==> src/rtl/filter_pkg.sv <==
// rtl/filter_pkg.sv - shared constants and state encoding for the filter pipeline sequencers
package filter_pkg;

    localparam logic [2:0] ST_IDLE   = 3'd0;
    localparam logic [2:0] ST_PRIME  = 3'd1;
    localparam logic [2:0] ST_STREAM = 3'd2;
    localparam logic [2:0] ST_DRAIN  = 3'd3;
    localparam logic [2:0] ST_DONE   = 3'd4;

    localparam int KERNEL     = 5;
    localparam int HALF       = 2;
    localparam int WIN_ROW_TH = KERNEL - 1;
    localparam int WIN_COL_TH = KERNEL - 1;

    typedef enum logic [2:0] {
        S_IDLE   = ST_IDLE,
        S_PRIME  = ST_PRIME,
        S_STREAM = ST_STREAM,
        S_DRAIN  = ST_DRAIN,
        S_DONE   = ST_DONE
    } seq_state_t;

endpackage

==> src/rtl/window_5x5_scan_sequencer_if.sv <==
// rtl/window_5x5_scan_sequencer_if.sv - pixel intake and window output handshake bundle
interface window_5x5_scan_sequencer_if #(
    parameter int CW = 10,
    parameter int RW = 9
);
    logic          pix_valid_i;
    logic          pix_ready_o;
    logic          shift_en_o;
    logic          win_valid_o;
    logic          out_ready_i;
    logic [CW-1:0] out_col_o;
    logic [RW-1:0] out_row_o;

    modport master (
        input  pix_valid_i, out_ready_i,
        output pix_ready_o, shift_en_o, win_valid_o, out_col_o, out_row_o
    );

    modport slave (
        output pix_valid_i, out_ready_i,
        input  pix_ready_o, shift_en_o, win_valid_o, out_col_o, out_row_o
    );
endinterface

==> src/rtl/raster_counter.sv <==
// rtl/raster_counter.sv - raster col/row position counter with kernel threshold flags
module raster_counter
    import filter_pkg::*;
#(
    parameter int COLS   = 640,
    parameter int ROWS   = 480,
    parameter int CW     = $clog2(COLS),
    parameter int RW     = $clog2(ROWS),
    parameter int COL_TH = WIN_COL_TH,
    parameter int ROW_TH = WIN_ROW_TH
) (
    input  logic          clk,
    input  logic          rst_n,
    input  logic          clr,
    input  logic          en,
    output logic [CW-1:0] col,
    output logic [RW-1:0] row,
    output logic          col_eq_max,
    output logic          row_eq_max,
    output logic          col_ge_th,
    output logic          row_ge_th
);

    assign col_eq_max = (col == CW'(COLS - 1));
    assign row_eq_max = (row == RW'(ROWS - 1));
    assign col_ge_th  = (col >= CW'(COL_TH));
    assign row_ge_th  = (row >= RW'(ROW_TH));

    // Row only wraps after the very last pixel, so it never wraps inside a frame.
    always_ff @(posedge clk or negedge rst_n) begin
        if (!rst_n) begin
            col <= '0;
            row <= '0;
        end else if (clr) begin
            col <= '0;
            row <= '0;
        end else if (en) begin
            if (col_eq_max) begin
                col <= '0;
                row <= row_eq_max ? '0 : row + 1'b1;
            end else begin
                col <= col + 1'b1;
            end
        end
    end

endmodule

==> src/rtl/window_5x5_scan_sequencer.sv <==
// rtl/window_5x5_scan_sequencer.sv - frame sequencer for the 5x5 window buffer and line buffers
module window_5x5_scan_sequencer
    import filter_pkg::*;
#(
    parameter int IMG_W = 640,
    parameter int IMG_H = 480,
    parameter int CW    = $clog2(IMG_W),
    parameter int RW    = $clog2(IMG_H)
) (
    input  logic clk,
    input  logic rst_n,
    input  logic start_i,
    input  logic abort_i,
    window_5x5_scan_sequencer_if.master bus,
    output logic busy_o,
    output logic frame_done_o
);

    seq_state_t    state, state_nxt;
    logic [CW-1:0] in_col;
    logic [RW-1:0] in_row;
    logic          col_eq_max, row_eq_max, col_ge_th, row_ge_th;
    logic          feeding, accept, gen, cnt_clr;
    logic          win_valid_q;
    logic [CW-1:0] out_col_q;
    logic [RW-1:0] out_row_q;

    raster_counter #(
        .COLS   (IMG_W),
        .ROWS   (IMG_H),
        .CW     (CW),
        .RW     (RW),
        .COL_TH (WIN_COL_TH),
        .ROW_TH (WIN_ROW_TH)
    ) u_cnt (
        .clk        (clk),
        .rst_n      (rst_n),
        .clr        (cnt_clr),
        .en         (accept),
        .col        (in_col),
        .row        (in_row),
        .col_eq_max (col_eq_max),
        .row_eq_max (row_eq_max),
        .col_ge_th  (col_ge_th),
        .row_ge_th  (row_ge_th)
    );

    // No skid buffer: a stalled window blocks intake in the same cycle.
    assign feeding         = (state == S_PRIME) || (state == S_STREAM);
    assign bus.pix_ready_o = feeding && (!win_valid_q || bus.out_ready_i);
    assign accept          = bus.pix_valid_i && bus.pix_ready_o;
    assign gen             = accept && row_ge_th && col_ge_th;
    assign cnt_clr         = abort_i || ((state == S_IDLE) && start_i);

    assign bus.shift_en_o  = accept;
    assign bus.win_valid_o = win_valid_q;
    assign bus.out_col_o   = out_col_q;
    assign bus.out_row_o   = out_row_q;
    assign busy_o          = (state != S_IDLE);
    assign frame_done_o    = (state == S_DONE) && !abort_i;

    always_ff @(posedge clk or negedge rst_n) begin
        if (!rst_n) begin
            state <= S_IDLE;
        end else begin
            state <= state_nxt;
        end
    end

    always_comb begin
        state_nxt = state;
        case (state)
            S_IDLE:   if (start_i) state_nxt = S_PRIME;
            S_PRIME:  if (accept && col_eq_max && (in_row == RW'(WIN_ROW_TH - 1))) state_nxt = S_STREAM;
            S_STREAM: if (accept && col_eq_max && row_eq_max) state_nxt = S_DRAIN;
            S_DRAIN:  if (win_valid_q && bus.out_ready_i) state_nxt = S_DONE;
            S_DONE:   state_nxt = S_IDLE;
            default:  state_nxt = S_IDLE;
        endcase
        if (abort_i) state_nxt = S_IDLE;
    end

    // Window centre lags the newest pixel by HALF in both directions.
    always_ff @(posedge clk or negedge rst_n) begin
        if (!rst_n) begin
            win_valid_q <= 1'b0;
            out_col_q   <= '0;
            out_row_q   <= '0;
        end else if (abort_i) begin
            win_valid_q <= 1'b0;
        end else if (gen) begin
            win_valid_q <= 1'b1;
            out_col_q   <= in_col - CW'(HALF);
            out_row_q   <= in_row - RW'(HALF);
        end else if (bus.out_ready_i) begin
            win_valid_q <= 1'b0;
        end
    end

endmodule

==> src/flat_wrapper.sv <==
// flat-port wrapper written by rule: the top's interface ports become plain ports
module window_5x5_scan_sequencer_flat import filter_pkg::*;
#(
    parameter int IMG_W = 640,
    parameter int IMG_H = 480,
    parameter int CW    = $clog2(IMG_W),
    parameter int RW    = $clog2(IMG_H)
)
  (clk, rst_n, start_i, abort_i, busy_o, frame_done_o, bus_pix_valid_i, bus_out_ready_i, bus_pix_ready_o, bus_shift_en_o, bus_win_valid_o, bus_out_col_o, bus_out_row_o);
  window_5x5_scan_sequencer_if #(.CW(CW), .RW(RW)) bus_i ();
  input  logic clk;
  input  logic rst_n;
  input  logic start_i;
  input  logic abort_i;
  output logic busy_o;
  output logic frame_done_o;
  input wire logic [$bits(bus_i.pix_valid_i)-1:0] bus_pix_valid_i;
  input wire logic [$bits(bus_i.out_ready_i)-1:0] bus_out_ready_i;
  output wire logic [$bits(bus_i.pix_ready_o)-1:0] bus_pix_ready_o;
  output wire logic [$bits(bus_i.shift_en_o)-1:0] bus_shift_en_o;
  output wire logic [$bits(bus_i.win_valid_o)-1:0] bus_win_valid_o;
  output wire logic [$bits(bus_i.out_col_o)-1:0] bus_out_col_o;
  output wire logic [$bits(bus_i.out_row_o)-1:0] bus_out_row_o;
  assign bus_i.pix_valid_i = bus_pix_valid_i;
  assign bus_i.out_ready_i = bus_out_ready_i;
  assign bus_pix_ready_o = bus_i.pix_ready_o;
  assign bus_shift_en_o = bus_i.shift_en_o;
  assign bus_win_valid_o = bus_i.win_valid_o;
  assign bus_out_col_o = bus_i.out_col_o;
  assign bus_out_row_o = bus_i.out_row_o;
  window_5x5_scan_sequencer #(.IMG_W(IMG_W), .IMG_H(IMG_H), .CW(CW), .RW(RW)) u_core (.clk(clk), .rst_n(rst_n), .start_i(start_i), .abort_i(abort_i), .bus(bus_i), .busy_o(busy_o), .frame_done_o(frame_done_o));
endmodule
==> config.mk <==
export PLATFORM = sky130hd
export DESIGN_NAME = window_5x5_scan_sequencer_flat
export DESIGN_NICKNAME = d
export VERILOG_FILES = /design/src/rtl/filter_pkg.sv /design/src/rtl/window_5x5_scan_sequencer_if.sv /design/src/rtl/raster_counter.sv /design/src/rtl/window_5x5_scan_sequencer.sv /design/src/flat_wrapper.sv
export SDC_FILE = /design/constraint.sdc
export NUM_CORES = 1
export LEC_CHECK = 0
export CORE_MARGIN = 3
export CORE_UTILIZATION = 23
export DETAILED_ROUTE_END_ITERATION = 12
export GPL_ROUTABILITY_DRIVEN = 0
export PLACE_DENSITY = 0.38
export SYNTH_ARGS = -nofsm -noshare
export SYNTH_HDL_FRONTEND = slang
export SYNTH_SLANG_ARGS = --single-unit
==> constraint.sdc <==
create_clock -name clk -period 2.9 [get_ports clk]
set_clock_uncertainty 0.15 [all_clocks]
set_input_delay 0.29 -clock clk [delete_from_list [all_inputs] [get_ports clk]]
set_output_delay 0.29 -clock clk [all_outputs]
set_load 0.02 [all_outputs]
==> reports/results.tsv <==
stage	metric	value	unit
outcome	status	finished clean	
setup_path	CP max stage cell	or4_1	
yosys	syn nets	274	
clocking	hold buffer count at CTS	0	
final_layout	n_diodes	0	
yosys	Syn Std Cell Area	0.00232	mm²
yosys	area share of the leading cell type in the synthesized netlist	0.453	
floorplanning	I/O pin cnt	30	
timing	Slew Viols, Final	0	
placed_design	IO buf count	29	
floorplanning	Die Span X	106	µm
power_and_ir_drop	PwrDens	419	mW/mm²
yosys	Synth cell types	45	
routing	wirelength, routed	5.61	mm
timing	RSZ-0062 raised after global routing	false	
setup_path	crit path max fanout	38	
placed_design	pre-CTS setup slack	255	ps
floorplanning	die area	0.0113	mm²
power_and_ir_drop	P_leak	1.24	nW
yosys	Syn. warnings	0	
clocking	post-CTS setup-driven buffer insertion count	0	
setup_path	R2R Setup Slk	430	ps
routing	Routed WL per cell	13.4	µm
placed_design	placed cell count	411	
setup_path	CP Capture Type	flip-flop	
floorplanning	Starting Density	0.238	
setup_path	worst-path cell chain	or4_1, nor3_1, a2111o_1, buf_4, o21ai_0	
timing	final setup vio count	0	
routing	mean number of vias per cell	4.48	
clocking	Sink Count	42	
yosys	Yosys top cell by area	dfrtp_1	
floorplanning	die outline height	106	µm
yosys	Async S/R FF share, synth	1.00	
yosys	Synth area leaders	dfrtp_1 45%, nand2_1 6.6%, xnor2_1 5.7%	
floorplanning	Core ar.	0.00977	mm²
yosys	Seq cells post-synth	42	
yosys	part of the Yosys area used for sequential elements	0.453	
setup_path	WP data required	2920	ps
clocking	CTS tree	yes	
floorplanning	Core Rows	36	
setup_path	crit path launch type	flip-flop	
clocking	clk buf depth	2	
global_route	largest net degree at the start of global routing	43	
global_route	global-route wire length before repair	9.63	mm
final_layout	share of layout cells above drive strength 1	0.0629	
routing	DR iter-0 viols	78	
timing	Worst Tran Pin Value	996	ps
final_layout	Layout Cells excl Fill	419	
routing	Routed Antenna Nets	0	
yosys	Synth Instances	260	
yosys	Synth Area per Inst	8.93	µm²
run	Max Cap Viol	0	
setup_path	worst stage delay on the critical path	610	ps
routing	first drt pass iteration count	4	
setup_path	Crit Path Class	flip-flop to flip-flop	
global_route	vias in the first global route	1847	
timing	Final Cycle Share	0.853	
final_layout	Synth-to-Final Area Change	22.3	%
timing	Max-slew headroom	0.336	
clocking	clk_lat worst skew	290	ps
clocking	Post-CTS Resized	0	
clocking	H-tree level count	2	
routing	Remaining DRCs	0	
global_route	total congestion overflow	0	
timing	final hold violations	0	
clocking	total CTS buffers	5	
timing	setup tns final	0	ps
routing	vias post-DR	1876	
timing	crit path time final	2470	ps
clocking	Clock Pin Slew Worst Setup and Hold Paths	90	ps
setup_path	Worst EP arrival	2490	ps
yosys	most common flop cell mapped by yosys	dfrtp_1	
placed_design	Post-DP HPWL	4.04	mm
timing	Hold WS	6.50	ps
final_layout	nets	299	
min_path	HP Class	input pin to async pin	
clocking	CTS Root Cell	clkbuf_8	
power_and_ir_drop	VDD IR max	0.187	mV
global_route	gr usage total	0.106	
yosys	EDFF count, synth	0	
timing	FMAX	404	MHz
timing	Setup WS post-layout	427	ps
global_route	antenna violations before repair	0	
-- cell families after synthesis --
logic type               after synthesis  share of synthesized area
flip-flops                            42                      0.453
buffers and inverters                 29                     0.0550
AO/OA/AOI/OAI                         51                      0.133
adder cells (fa/ha/maj)                8                     0.0431
AND/OR/NAND/NOR                      108                      0.233
XOR/XNOR                              22                     0.0830
-- layout make-up --
class,instances,area [µm²]
clock inverters,2,12.5
inverters,11,42.5
repair buffers,36,340
multi-input cells,189,1140
fillers,1057,6940
flip-flops and latches,42,1050
clock buffers,6,82.6
well taps,133,166
-- Yosys cell counts, types with 5 or more instances --
cell type,n
dfrtp_1,42
o21ai_0,17
o21ai_1,10
xnor2_1,15
nand3_1,8
ha_1,8
xor2_1,7
nand2_1,41
inv_1,10
nor3_1,9
nor2_1,18
o31ai_1,5
a21oi_1,6
nand4_1,8
clkbuf_1,11
-- critical path, delay by kind of cell (launching register included) --
kind                   cells  cell delay [ps]
flip-flops                 1              500
AO/OA/AOI/OAI              2              390
buffers and inverters      1              330
AND/OR/NAND/NOR            2              960
-- through the flow --
step	utilization	area, µm²	total power [mW]
after CTS	0.290	2840	1.21
final	0.290	2840	1.19
after floorplan	-	2320	0.708
after global routing	0.290	2840	1.25
after detailed placement	0.280	2740	0.790
after global placement	0.280	2740	0.789
-- placed cells by master, fill, tap and decap left out, types with 2 or more instances in the layout --
cell type,instances
and3_1,3
a211oi_1,2
nor3b_1,3
clkdlybuf4s50_1,27
nand3_1,8
clkbuf_8,6
nor4_1,2
nor3_1,9
o31ai_1,5
nand2_1,41
o21ai_0,17
dfrtp_1,42
ha_1,8
nor2b_1,2
xor2_1,7
nor2_1,18
o211ai_1,3
o21ai_1,10
or4_1,2
buf_4,7
and4_1,2
nand4_1,8
inv_1,10
a21oi_1,6
nor4b_1,2
clkinv_2,2
xnor2_1,15
-- registers in the layout, indices dropped and copies added, names as in the netlist --
signal	count
u_core.bus.out_col_o	10
u_core.u_cnt.col	10
u_core.bus.out_row_o	9
u_core.u_cnt.row	9
u_core.state	3
u_core.bus.win_valid_o	1
-- power by group --
group	switching, mW	total [mW]	internal [mW]
combinational	0.0929	0.159	0.0659
clock	0.223	0.415	0.192
sequential	0.0110	0.616	0.605
-- path summary, 6_finish.rpt --
path	start	end	cells after the start
setup reg to reg	u_core.u_cnt.col[6]	u_core.bus.out_row_o[6]	5
hold reg to reg	u_core.bus.out_col_o[0]	u_core.bus.out_col_o[0]	2
min in group clk	u_core.bus.out_col_o[0]	u_core.bus.out_col_o[0]	2
hold / removal	rst_n	u_core.bus.out_col_o[5]	1
max in group asynchronous	rst_n	u_core.u_cnt.row[7]	1
setup / recovery	u_core.u_cnt.col[6]	u_core.bus.out_row_o[6]	5
-- routing by layer --
metal | global-route usage | wire, µm | vias up
met5 | 0 | 0 | -
met4 | 0.0301 | 53 | 0
met3 | 0.0194 | 217 | 4
met2 | 0.162 | 2350 | 32
met1 | 0.153 | 2980 | 887
li1 | - | - | 953
No activity file was read; power rests on OpenSTA's default activity.
